**config.mk**
```make
export PLATFORM = sky130hd
export DESIGN_NAME = rsa_modexp_ctrl
export DESIGN_NICKNAME = d
export VERILOG_FILES = /design/src/rtl/rsa_modexp_ctrl.sv
export SDC_FILE = /design/constraint.sdc
export NUM_CORES = 1
export LEC_CHECK = 0
export ABC_AREA = 1
export CORE_MARGIN = 5
export CORE_UTILIZATION = 45
export CTS_CLUSTER_SIZE = 24
export DETAILED_ROUTE_END_ITERATION = 8
export PLACE_DENSITY = 0.74
export SLEW_MARGIN = 40
export SYNTH_ARGS = -nofsm -noshare
export SYNTH_HDL_FRONTEND = slang
export SYNTH_SLANG_ARGS = --single-unit
export TNS_END_PERCENT = 30
```
**constraint.sdc**
```tcl
create_clock -name clk -period 7 [get_ports clk]
set_input_delay 0.7 -clock clk [delete_from_list [all_inputs] [get_ports clk]]
set_output_delay 0.7 -clock clk [all_outputs]
set_load 0.005 [all_outputs]
```
**src/rtl/rsa_modexp_ctrl.sv**
```systemverilog
// Right-to-left square-and-multiply sequencer driving a shared (a*b mod n) multiplier.
// Define RSA_MODEXP_EARLY_EXIT_EN to skip dummy multiplies and stop after the top exponent bit.
module rsa_modexp_ctrl #(
    parameter int WIDTH = 32,
    parameter int CNT_W = 6
) (
    input  logic             clk,
    input  logic             reset,
    input  logic             in_vaild,
    input  logic [WIDTH-1:0] plaint,
    input  logic [WIDTH-1:0] exp,
    input  logic [WIDTH-1:0] n,
    output logic             ready,
    output logic             vaild,
    output logic [WIDTH-1:0] cipht,
    output logic             err,
    output logic             mm_start,
    output logic [WIDTH-1:0] mm_a,
    output logic [WIDTH-1:0] mm_b,
    output logic [WIDTH-1:0] mm_n,
    input  logic             mm_done,
    input  logic [WIDTH-1:0] mm_result
);

    localparam logic [2:0] S_IDLE     = 3'd0;
    localparam logic [2:0] S_CHECK    = 3'd1;
    localparam logic [2:0] S_MUL      = 3'd2;
    localparam logic [2:0] S_MUL_WAIT = 3'd3;
    localparam logic [2:0] S_SQR      = 3'd4;
    localparam logic [2:0] S_SQR_WAIT = 3'd5;
    localparam logic [2:0] S_DONE     = 3'd6;

    logic [2:0]       r_state;
    logic [WIDTH-1:0] r_res;
    logic [WIDTH-1:0] r_base;
    logic [WIDTH-1:0] r_e_sh;
    logic [CNT_W-1:0] r_idx;
    logic [WIDTH-1:0] r_n;
    logic [WIDTH-1:0] r_cipht;
    logic             r_err;
    logic [WIDTH-1:0] r_mm_a;
    logic [WIDTH-1:0] r_mm_b;

    logic             w_mul_skip;
    logic             w_last;
    logic             w_bit_step;
    logic [WIDTH-1:0] w_e_nxt;
    logic [CNT_W-1:0] w_idx_nxt;
    logic [WIDTH-1:0] w_res_nxt;

`ifdef RSA_MODEXP_EARLY_EXIT_EN
    always_comb begin
        w_mul_skip = ~r_e_sh[0];
        w_e_nxt    = r_e_sh >> 1;
        w_idx_nxt  = r_idx + 1'b1;
        w_last     = (w_e_nxt == '0);
    end
`else
    localparam logic [CNT_W-1:0] LP_LAST = CNT_W'(WIDTH);

    always_comb begin
        w_mul_skip = 1'b0;
        w_e_nxt    = r_e_sh >> 1;
        w_idx_nxt  = r_idx + 1'b1;
        w_last     = (w_idx_nxt == LP_LAST);
    end
`endif

    // A skipped MUL has e_sh[0]==0, so this also yields the unchanged accumulator.
    always_comb begin
        w_res_nxt  = r_e_sh[0] ? mm_result : r_res;
        w_bit_step = ((r_state == S_MUL) && w_mul_skip) ||
                     ((r_state == S_MUL_WAIT) && mm_done);
    end

    always_ff @(posedge clk or posedge reset) begin
        if (reset) begin
            r_state <= S_IDLE;
            r_res   <= '0;
            r_base  <= '0;
            r_e_sh  <= '0;
            r_idx   <= '0;
            r_n     <= '0;
            r_cipht <= '0;
            r_err   <= 1'b0;
            r_mm_a  <= '0;
            r_mm_b  <= '0;
        end else begin
            case (r_state)
                S_IDLE: begin
                    if (in_vaild) begin
                        r_res   <= WIDTH'(1);
                        r_base  <= plaint;
                        r_e_sh  <= exp;
                        r_idx   <= '0;
                        r_n     <= n;
                        r_state <= S_CHECK;
                    end
                end
                S_CHECK: begin
                    if (r_n == '0 || r_base >= r_n) begin
                        r_cipht <= '0;
                        r_err   <= 1'b1;
                        r_state <= S_DONE;
                    end else if (r_e_sh == '0 || r_n == WIDTH'(1)) begin
                        r_cipht <= (r_n == WIDTH'(1)) ? '0 : WIDTH'(1);
                        r_err   <= 1'b0;
                        r_state <= S_DONE;
                    end else begin
                        r_mm_a  <= r_res;
                        r_mm_b  <= r_base;
                        r_state <= S_MUL;
                    end
                end
                S_MUL: begin
                    if (!w_mul_skip) begin
                        r_state <= S_MUL_WAIT;
                    end
                end
                S_MUL_WAIT: begin
                    if (mm_done) begin
                        r_res <= w_res_nxt;
                    end
                end
                S_SQR: begin
                    r_state <= S_SQR_WAIT;
                end
                S_SQR_WAIT: begin
                    if (mm_done) begin
                        r_base  <= mm_result;
                        r_mm_a  <= r_res;
                        r_mm_b  <= mm_result;
                        r_state <= S_MUL;
                    end
                end
                S_DONE: begin
                    r_state <= S_IDLE;
                end
                default: begin
                    r_state <= S_IDLE;
                end
            endcase

            // Shared end-of-bit bookkeeping for both the real and the skipped multiply.
            if (w_bit_step) begin
                r_e_sh <= w_e_nxt;
                r_idx  <= w_idx_nxt;
                if (w_last) begin
                    r_cipht <= w_res_nxt;
                    r_err   <= 1'b0;
                    r_state <= S_DONE;
                end else begin
                    r_mm_a  <= r_base;
                    r_mm_b  <= r_base;
                    r_state <= S_SQR;
                end
            end
        end
    end

    assign ready    = (r_state == S_IDLE);
    assign vaild    = (r_state == S_DONE);
    assign cipht    = r_cipht;
    assign err      = r_err;
    assign mm_start = ((r_state == S_MUL) && !w_mul_skip) || (r_state == S_SQR);
    assign mm_a     = r_mm_a;
    assign mm_b     = r_mm_b;
    assign mm_n     = r_n;

endmodule

```
Word level (Yosys, flattened, before mapping):

Cells that the tools add are included.

* output and inout port bits: 132
* word-level logic and storage cells: 85
* flip-flop bits (word level): 234

* muxes and demuxes: 43
* equal/unequal tests: 14
* $add $sub $neg: 1
* order comparisons: 1
* reduce and logical (&&, ||, !) cells: 16

Operators by type and width (number)
* $mux 32: 23
* $pmux 32 s2: 4
* $logic_not 32->1: 2
* $eq 32x1->1 const B: 1
* $ge 32x32->1: 1
* $mux 6: 3
* $pmux 3 s6: 1
* $mux 3: 5
* $eq 3x3->1 const B: 3
* $reduce_and 3->1: 3
* $ne 2x2->1 const B: 4
* $reduce_bool 2->1: 4
* $add 6x1->6 const B: 1
* $eq 3x2->1 const B: 2
* $eq 6x6->1 const B: 1
* $mux 1: 6
* $reduce_and 2->1: 2
* $eq 3x1->1 const B: 1
* $logic_not 3->1: 1
* $logic_or 1x1->1: 3
* $ne 3x2->1 const B: 1
* $ne 3x3->1 const B: 1
* $mux 2: 1
* $logic_and 1x1->1: 1

Logic depth before layout (Yosys ltp):

Gate-level depths: netlist of run 1.

* depth after elaboration: 7
* mapped depth: 21
* gate-level depth less buffers: 19

Worst setup path after synthesis of run 1:

No wires, ideal clock.

* path type: flip-flop to flip-flop
* start point: reg r_n[31], in the netlist mm_n[31]
* end point: reg r_mm_b[13], in the netlist mm_b[13]
* path slack: 4.864 ns
* cell stages (with the launch flop): 17
* arrival: 2.023 ns
* required time: 6.887 ns
* clock period less this slack: 2.136 ns
* path buffers: 2
* cell sequence: dfrtp_1 inv_1 ha_1 a21oi_1 o21ai_0 nor2_1 nand2_1 nor2_1 nand2_1 nand2_1 buf_2 buf_1 nand2_1 nand2_1 nand3_1 nand2_1 inv_1

* word-level cells in the longest chain between the ends: 7

RTL lines
* start, declared: line 38 `logic [WIDTH-1:0] r_n;`
* start signal, assigned: line 96 `r_n <= n;`
* branches (longest 3 deep; another with $ge 32x32->1)
* $mux 32 (*): line 101 `if (r_n == '0 || r_base >= r_n) begin`
* $pmux 32 s2 (*): line 89 `case (r_state)`
* $mux 32: line 148 `if (w_last) begin`
* $mux 32 (*): line 145 `if (w_bit_step) begin`
* end signal, assigned: line 111 `r_mm_b <= r_base;`
* end signal, assigned: line 132 `r_mm_b <= mm_result;`
* end signal, assigned: line 154 `r_mm_b <= r_base;`
* end, declared: line 42 `logic [WIDTH-1:0] r_mm_b;`

Mark *: on every way between the ends.
A chain may end at the register's enable or synchronous reset.

Worst setup path after layout of run 1:

* start point: reg r_n[3], in the netlist mm_n[3]
* end point: reg r_cipht[22], in the netlist cipht[22]

* word-level cells in the longest chain between the ends: 7

RTL lines
* branches (longest 3 deep; another with $ge 32x32->1)
* $mux 32 (*): line 101
* $mux 32 (*): line 89
* $mux 32: line 148
* $mux 32 (*): line 145
* end signal, assigned: line 106 `r_cipht <= (r_n == WIDTH'(1)) ? '0 : WIDTH'(1);`
* end signal, assigned: line 149 `r_cipht <= w_res_nxt;`
* end, declared: line 39 `logic [WIDTH-1:0] r_cipht;`

Marks and branches as above.

==> results of run 1 <==
-- flip-flops by register name, indices dropped and copies added, names as in the netlist, 6 cells and up --
| name | cells |
|---|---|
| r_e_sh | 32 |
| mm_n | 32 |
| cipht | 32 |
| r_base | 32 |
| r_idx | 6 |
| mm_a | 32 |
| mm_b | 32 |
| r_res | 32 |
-- stage by stage --
| stage | cell area [µm²] | utilization, % | setup slack (ps) |
|---|---|---|---|
| global route | 17700 | 58.2 | 3060 |
| CTS | 17600 | 58.1 | 3440 |
| floorplan | 13700 | - | 3240 |
| detailed placement | 16600 | 54.5 | 3330 |
| global placement | 16500 | 54.4 | 3040 |
| finish | 17700 | 58.2 | 3380 |
-- cell type report --
class	instances	area (µm²)	share of cell area [%]
inverters	285	1070	6.07
well taps	396	495	2.80
clock buffers	36	802	4.54
multi-input cells	1304	6320	35.8
repair buffers	284	2860	16.2
clock inverters	16	269	1.52
flip-flops and latches	234	5860	33.1
-- worst max-delay path, delay by kind of cell (launching register included) --
kind | cells | cell delay (ps)
buffers and inverters | 3 | 700
DFF | 1 | 370
and+or+nand+nor | 10 | 2410
-- cells in the mapped netlist, types with 2 or more instances --
library cell    n
a21o_1          3
a21oi_1       113
a22oi_1        64
a31oi_1        32
buf_1           7
buf_2          41
buf_4           3
buf_6           5
clkbuf_1       63
dfrtp_1       234
ha_1           33
inv_1         272
inv_2          13
nand2_1       567
nand2_2         3
nand3_1       170
nand4_1        10
nor2_1        125
nor2_2          2
nor2_4          2
o211ai_1       31
o21ai_0       134
o21ai_1         5
xor2_1          2
-- logic make-up (layout without fill, tap and decap cells) --
family	Yosys count	count (layout)
adders and majority gates	33	33
DFF	234	234
xor gates and xnor gates	3	3
AOI/OAI and AO/OA	386	386
buffers and inverters	404	621
and+or+nand+nor	882	882
-- per-layer routing --
layer  up-vias  GRT usage (%)  share of wire [%]
met5         -              0                  0
met4         0           9.13                3.7
met3       114           6.89                 11
met2       666           41.7                 45
met1      6540           34.9                 40
li1       6625              -                  -
-- worst min-delay path by stage --
stage | startpoint | endpoint | slack (ps) | cells past startpoint
after floorplan | r_idx[0] | r_idx[0] | 490 | 1
after global placement | cipht[21] | cipht[21] | 490 | 2
after detailed placement | cipht[1] | cipht[1] | 490 | 2
after CTS | cipht[26] | cipht[26] | 500 | 2
after global routing | reset | r_e_sh[5] | 480 | 2
final | reset | r_e_sh[5] | 460 | 2
-- power groups by stage --
stage	Clock, mW	Sequential, mW	Combinational [mW]
3_3_place_gp	0	2.52	3.90
3_5_place_dp	0	2.55	4.02
4_1_cts	1.69	2.53	4.05
2_1_floorplan	0	2.37	2.68
6_report	1.66	2.55	4.06
5_1_grt	1.74	2.61	4.61
==> metrics, run 1 <==
outcome=completed; Top FF cell, synth=dfrtp_1; area of the mapped netlist=between 10000 and 15000 µm²; via density per instance=5.46; Critical Path Sink=cipht[22]; Power Dens Cells=between 400 and 500 nW/µm²; compound-gate portion of the synthesized area=16.2%; maximum clock rate=around 280 MHz; hold_buf cts=0; Worst Reg-to-Reg Cells=13; Sw Share=about 44%; first-pass GRT wire length=just over 70000 µm; Clock power frac=between 20% and 30%; total CTS buffers=28; Yosys cell types=32; yosys warns=0; CTS Root Buffer Type=clkbuf_16; layout cells sized above 1=4.63%; nets@finish=between 2k and 2.5k; Setup TNS=0 ps; CP arrival=between 4000 and 5000 ps; htree depth=1; Final Max Slew Viols=0; Slew @ Worst Pin=~860 ps; die area=34100 µm²; period utilization=around 52%; total chip power=about 8.3 mW; flop-to-flop setup slack=roughly 3400 ps; Ports=264; Mapped Nets=~2.1k; asr flop ratio synth=100%; Final Hold Viols=0; Die Wd=around 180 µm; #FFs+latches synth=234; worst flop-to-flop path startpoint=mm_n[3]; Critical Path Source=mm_n[3]; CTS tree=yes; crit start category=flop; post-synthesis xor/xnor area fraction=less than 1%; crit-path max cell delay=840 ps; Required @ worst endpoint=approximately 7500 ps; CTS clk-pin slew, worst paths=roughly 60 ps; P&R area growth vs syn=28.7%; Avg WL per Cell=approximately 18 µm; maxcap violations=0; CP max FO=44; Peak supply drop=0.350 mV; number of antenna diodes=0; initial antenna violation count=0; drt pass-1 iters=6; critical path's slowest cell=nand2_2; Site Rows=64; unrepaired setup endpoints after global routing=false; Seq/Total Area, Yosys=a little over two fifths; Sequential Power Share=about 31%; worst hold margin=463 ps; total core area=30300 µm²; clk sinks=~230; HP Class=in -> async; R2R Path End=cipht[22]; DRC viols=0; top-area cell type share of the netlist area=a little over two fifths; Cell Chain, Critical Path=inv_2 > nand2_1 > nor2_1 > nand2_1 > nor2_1 > nand2_1 > buf_4 > nand2_2 > inv_2 > nand3_4 > nand2_2 > nand3_1 > nand2_1; maximum clock path buffer count=3; endpoints failing setup=0; Min Clock Period, post-route=between 3000 and 4000 ps; die height=roughly 180 µm; Synth Area in Simple Gates=a little over a quarter; # fillers=around 2.7k; Gate power share=between 40% and 50%; Leak=8.89 nW; Non-Filler Instances=2555; GP Congestion=between 0.8 and 0.9; most frequent cell on the critical path=nand2_1; Vias=~14k; commonest non-fill, non-tap cell in the layout=nand2_1; Port Buffers=263; Gate Count Post-Synth=roughly 1.9k; vias in the first global route=approximately 13k; largest net degree at the start of global routing=144; clk_lat worst skew=540 ps; CP Class=reg -> reg; mux cell area share after synthesis=0%; HPWL after detailed placement=31000 µm; Avg Inst Size Synth=about 7.1 µm²; Final Skew=a little over 9 ps; P_int=4.64 mW; Slew HR=between 40% and 50%; Worst Setup End Kind=flop; area leader, netlist=dfrtp_1; antenna-violating nets left=0; Iteration-0 DRC Markers=1255; setup bufs post-CTS=0; Psw=3.63 mW; Inst Count DP=around 2.5k; most frequent cells in the layout=565 x nand2_1, 271 x inv_1, 263 x clkdlybuf4s50_1, 233 x dfrtp_1, 169 x nand3_1; Detailed Route WL=46000 µm; dominant cells by area after synthesis=dfrtp_1 43%, nand2_1 16%, inv_1 7.4%; Adder-Cell Fraction of Synth Area=3.01%; Tot GR Track Use=a little over a quarter; GR Overflow Total=0; initial core utilization=45.2%; largest family of logic cells by synthesized area=simple AND/OR/NAND/NOR gates; post-CTS resize count=0; EDFF count, synth=0
No activity file was read; power rests on OpenSTA's default activity.
==> run 2: changes to the inputs <==
--- a/config.mk
+++ b/config.mk
@@ -10,7 +10,7 @@
 export CORE_UTILIZATION = 45
 export CTS_CLUSTER_SIZE = 24
 export DETAILED_ROUTE_END_ITERATION = 8
-export PLACE_DENSITY = 0.74
+export PLACE_DENSITY = 0.71
 export SLEW_MARGIN = 40
 export SYNTH_ARGS = -nofsm -noshare
 export SYNTH_HDL_FRONTEND = slang
==> constraint.sdc (replaced) <==
create_clock -name clk -period 3.7 [get_ports clk]
set_input_delay 0.37 -clock clk [delete_from_list [all_inputs] [get_ports clk]]
set_output_delay 0.37 -clock clk [all_outputs]
set_load 0.005 [all_outputs]
==> metrics, run 2 (synthesis gave the netlist of run 1 again) <==
Detailed Route WL=45700 µm (was 46000 µm); number of antenna diodes=0 (unchanged); post-CTS resize count=0 (unchanged); Peak supply drop=0.486 mV (was 0.350 mV); crit-path leading delay family=simple AND/OR/NAND/NOR gates (unchanged); Avg WL per Cell=17.8 µm (was 18.0 µm); initial antenna violation count=1 (was 0); CP arrival=3420 ps (was 4100 ps); P&R area growth vs syn=28.3% (was 28.7%); WP depth=10 (was 13); Vias=13.9k (about the same); maximum clock path buffer count=3 (unchanged); CP Class=reg -> reg (unchanged); most frequent cells in the layout=565 x nand2_1, 271 x inv_1, 263 x clkdlybuf4s50_1, 233 x dfrtp_1, 169 x nand3_1 (unchanged); commonest non-fill, non-tap cell in the layout=nand2_1 (unchanged); unrepaired setup endpoints after global routing=false (unchanged); Leak=8.88 nW (was 8.89 nW); Final Max Slew Viols=0 (unchanged); Iteration-0 DRC Markers=1072 (was 1255); Site Rows=64 (unchanged); setup bufs post-CTS=0 (unchanged); Tot GR Track Use=25.9% (was 26.2%); maximum clock rate=340 MHz (was 276 MHz); CP max FO=32 (was 44); crit-path max cell delay=740 ps (was 840 ps); crit start category=flop (unchanged); area of the multi-input gates=6310 µm² (was 6320 µm²); Setup TNS=0 ps (unchanged); CTS tree=yes (unchanged); Cell Chain, Critical Path=ha_1 > a21oi_1 > o21ai_0 > nor2_1 > nand2_1 > nor2_1 > nand3_2 > nand2_2 > nand3_1 > nand2_1 (was inv_2 > nand2_1 > nor2_1 > nand2_1 > nor2_1 > nand2_1 > buf_4 > nand2_2 > inv_2 > nand3_4 > nand2_2 > nand3_1 > nand2_1); Final Hold Viols=0 (unchanged); Power Dens Cells=873 nW/µm² (was 468 nW/µm²); first-pass GRT wire length=71200 µm (was 72300 µm); clk_lat worst skew=540 ps (about the same); Die Wd=185 µm (unchanged); critical path's slowest cell=nand2_2 (unchanged); Worst Setup End Kind=flop (unchanged); Min Clock Period, post-route=2940 ps (was 3620 ps); antenna-violating nets left=0 (unchanged); Ports=264 (unchanged); die area=34100 µm² (unchanged); Worst Reg-to-Reg Cells=10 (was 13); total core area=30300 µm² (unchanged); Reg area=5860 µm² (unchanged); Finished Cell Area=17600 µm² (was 17700 µm²); Slew HR=45.5% (was 42.5%); drt pass-1 iters=6 (unchanged); initial core utilization=45.2% (unchanged); layout cells sized above 1=4.72% (was 4.63%); GP Congestion=0.900 (was 0.873); Placed Area=16600 µm² (about the same); CTS clk-pin slew, worst paths=60 ps (about the same); R2R Path End=cipht[28] (was cipht[22]); period utilization=79.5% (was 51.8%); Final Skew=12.1 ps (was 9.12 ps); CTS Root Buffer Type=clkbuf_16 (unchanged); flop-to-flop setup slack=760 ps (was 3380 ps); HP Class=in -> async (unchanged); Required @ worst endpoint=4180 ps (was 7480 ps); HPWL after detailed placement=31200 µm (was 31000 µm); nets@finish=2308 (was 2302); endpoints failing setup=0 (unchanged); outcome=completed (unchanged); total CTS buffers=28 (unchanged); via density per instance=5.42 (was 5.46); Non-Filler Instances=2559 (was 2555); largest net degree at the start of global routing=101 (was 144); Slew @ Worst Pin=815 ps (was 862 ps); die height=185 µm (unchanged); DRC viols=0 (unchanged); hold_buf cts=0 (unchanged); # fillers=2810 (was 2734); GR Overflow Total=0 (unchanged); worst flop-to-flop path startpoint=r_base[31] (was mm_n[3]); maxcap violations=0 (unchanged); Buffers & Inverters on Critical Path=0 (was 3); vias in the first global route=13.2k (was 13.4k); htree depth=1 (unchanged); Port Buffers=263 (unchanged); clk sinks=234 (unchanged); Inst Count DP=2508 (was 2501)
run 2: power breakdown:
| group | internal [mW] | switching (mW) | total, mW |
|---|---|---|---|
| clock network | 1.77 | 1.10 | 2.86 |
| registers | 3.69 | 1.09 | 4.78 |
| logic | 3.13 | 4.61 | 7.74 |
| total | 8.59 | 6.80 | 15.4 |
run 2: final cells by class:
type	instances	area share (%)
clock buffers	40	4.75
clock inverters	10	0.724
inverters	285	6.09
multi-input cells	1304	35.8
flip-flops and latches	234	33.2
well taps	396	2.81
repair buffers	290	16.6
run 2: worst reg2reg max path, delay by kind of cell, from the launching register on:
| family | cells | cell delay [ps] |
|---|---|---|
| AND/OR/NAND/NOR | 7 | 1830 |
| flip-flops | 1 | 460 |
| adder cells (fa/ha/maj) | 1 | 350 |
| AO/OA/AOI/OAI | 2 | 240 |
run 2: worst max path at each step:
stage	start	slack [ps]	to
finish	r_base[31]	760	cipht[28]
CTS	r_base[31]	730	cipht[28]
global placement	r_base[31]	830	cipht[20]
global route	mm_n[31]	460	cipht[14]
floorplan	reset	270	cipht[0]
detailed placement	r_base[31]	770	cipht[28]
run 2: through the flow:
step	power, mW	utilization [%]	hold WS (ps)	setup WS, ps
floorplan	9.56	-	477	266
global placement	12.2	54.9	483	833
detailed placement	12.5	54.9	487	770
CTS	15.4	58.0	222	726
global route	16.7	58.1	257	464
finish	15.4	58.1	221	757
run 2: layer usage:
metal	global-route usage (%)	vias to the layer above	share of wire, %
met4	9.31	2	3.7
met5	0	-	0.028
met1	35.0	6454	41
met3	5.55	117	11
li1	-	6635	-
met2	41.3	650	45
==> run 3: changes to the inputs <==
==> constraint.sdc (replaced) <==
create_clock -name clk -period 2.8 [get_ports clk]
set_input_delay 0.28 -clock clk [delete_from_list [all_inputs] [get_ports clk]]
set_output_delay 0.28 -clock clk [all_outputs]
set_load 0.005 [all_outputs]
==> metrics, run 3 (synthesis gave the netlist of run 1 again) <==
outcome=completed (unchanged); Placed Area=16800 µm² (was 16600 µm²); most frequent cells in the layout=565 x nand2_1, 271 x inv_1, 263 x clkdlybuf4s50_1, 233 x dfrtp_1, 169 x nand3_1 (unchanged); P&R area growth vs syn=28.2% (was 28.3%); R2R Path End=mm_a[31] (was cipht[28]); DRC viols=0 (unchanged); HPWL after detailed placement=31600 µm (was 31200 µm); crit-path max cell delay=460 ps (was 740 ps); flop-to-flop setup slack=330 ps (was 760 ps); Avg WL per Cell=17.9 µm (was 17.8 µm); first-pass GRT wire length=72300 µm (was 71200 µm); Final Core Density=58.0% (was 58.1%); Worst Reg-to-Reg Cells=14 (was 10); Gate power share=51.6% (was 50.3%); largest net degree at the start of global routing=98 (was 101); maximum clock rate=405 MHz (was 340 MHz); commonest non-fill, non-tap cell in the layout=nand2_1 (unchanged); critical path's slowest cell=dfrtp_1 (was nand2_2); initial antenna violation count=2 (was 1); antenna-violating nets left=0 (unchanged); Finished Cell Area=17600 µm² (about the same); Final WS setup=331 ps (was 757 ps); Peak supply drop=0.638 mV (was 0.486 mV); die area=34100 µm² (unchanged); Ports=264 (unchanged); htree depth=1 (unchanged); Setup TNS=0 ps (unchanged); Sw Share=44.8% (was 44.2%); Tot GR Track Use=26.3% (was 25.9%); maxcap violations=0 (unchanged); layout cells sized above 1=4.79% (was 4.72%); CP arrival=2900 ps (was 3420 ps); Sequential Power Share=31.4% (was 31.1%); initial core utilization=45.2% (unchanged); Die Wd=185 µm (unchanged); maximum clock path buffer count=3 (unchanged); Leak=8.88 nW (about the same); Required @ worst endpoint=3230 ps (was 4180 ps); die height=185 µm (unchanged); Iteration-0 DRC Markers=1215 (was 1072); nets@finish=2315 (was 2308); vias in the first global route=13.5k (was 13.2k); endpoints failing setup=0 (unchanged); CTS tree=yes (unchanged); CTS clk-pin slew, worst paths=60 ps (about the same); CTS Root Buffer Type=clkbuf_16 (unchanged); Cell Chain, Critical Path=ha_1 > a21oi_1 > o21ai_0 > nor2_1 > nand2_1 > nor2_1 > nand2_1 > nand2_2 > buf_12 > nand2_1 > nand2_1 > nand3_1 > nand2_1 > inv_1 (was ha_1 > a21oi_1 > o21ai_0 > nor2_1 > nand2_1 > nor2_1 > nand3_2 > nand2_2 > nand3_1 > nand2_1); period utilization=88.2% (was 79.5%); CP max FO=30 (was 32); most frequent cell on the critical path=nand2_1; crit start category=flop (unchanged); Min Clock Period, post-route=2470 ps (was 2940 ps); hold_buf cts=0 (unchanged); Port Buffers=263 (unchanged); # fillers=2787 (was 2810); Final Skew=27.2 ps (was 12.1 ps); Clock power frac=17.0% (was 18.6%); unrepaired setup endpoints after global routing=false (unchanged); Vias=13.9k (about the same); GR Overflow Total=0 (unchanged); Psw=8.99 mW (was 6.80 mW); Slew @ Worst Pin=855 ps (was 815 ps); Slew HR=43.0% (was 45.5%); Final Max Slew Viols=0 (unchanged); total chip power=20.1 mW (was 15.4 mW); setup bufs post-CTS=0 (unchanged); P_int=11.1 mW (was 8.59 mW); Worst Setup End Kind=flop (unchanged); worst flop-to-flop path startpoint=r_base[31] (unchanged); Final Hold Viols=0 (unchanged); HP Class=in -> async (unchanged); clk sinks=234 (unchanged); Site Rows=64 (unchanged); drt pass-1 iters=5 (was 6); total core area=30300 µm² (unchanged); GP Congestion=0.874 (was 0.900); clk_lat worst skew=550 ps (was 540 ps); Power Dens Cells=1140 nW/µm² (was 873 nW/µm²); Setup WS pre-CTS=370 ps (was 770 ps); CP Class=reg -> reg (unchanged); via density per instance=5.41 (was 5.42); Detailed Route WL=46000 µm (was 45700 µm); post-CTS resize count=0 (unchanged); total CTS buffers=27 (was 28)
[run 3: cell types whose count changed in the layout (fill, tap and decap cells not counted), moves of 3 or more]
cell,before,now
clkinv_2,6,3
buf_4,19,25
clkbuf_1,4,8
bufinv_16,3,0
buf_12,7,10
[run 3: power by group through the flow]
stage	Sequential, mW	Clock (mW)	Combinational, mW
floorplan	5.93	0	6.70
global placement	6.25	0	9.90
detailed placement	6.31	0	10.2
CTS	6.27	3.45	10.3
global route	6.47	3.60	11.8
finish	6.30	3.40	10.4
[run 3: worst max-delay path by stage]
| stage | slack (ps) | endpoint | startpoint | cells after the start |
|---|---|---|---|---|
| finish | 330 | mm_a[31] | r_base[31] | 14 |
| global route | 40 | mm_a[31] | r_base[31] | 14 |
| CTS | 340 | mm_a[31] | r_base[31] | 14 |
| detailed placement | 370 | mm_a[12] | r_base[31] | 14 |
| global placement | 470 | mm_b[27] | mm_done | 9 |
| floorplan | -540 | cipht[0] | reset | 1 |
[run 3: through the flow]
stage                     hold slack (ps)  std cells
after floorplan                       387       1942
after global placement                482       2517
after detailed placement              488       2517
after CTS                            48.4       2565
after global routing                 65.8       2566
final                                55.2       2566
[run 3: final cells by class]
cell class                 instances  area (µm²)  share of cell area [%]
antenna                            1        2.50                  0.0142
clock buffer                      43         816                    4.63
clock inverter                     5        32.5                   0.185
inverter                         285        1070                    6.10
multi-input combinational       1304        6310                    35.8
sequential                       234        5860                    33.3
tap                              396         495                    2.81
timing repair buffer             298        3020                    17.2
[run 3: critical path, delay by kind of cell (launching register included)]
family,cells,cell delay (ps)
fa+ha+maj,1,360
flops,1,460
simple gates,9,990
compound gates,2,260
buf+inv,2,280
[run 3: metal layers]
layer | routed length, µm | share of wire [%] | track usage (%)
met4 | 1490 | 3.2 | 9.01
met2 | 20900 | 45 | 41.8
met5 | 11 | 0.024 | 0
met3 | 4960 | 11 | 6.30
met1 | 18700 | 41 | 35.4
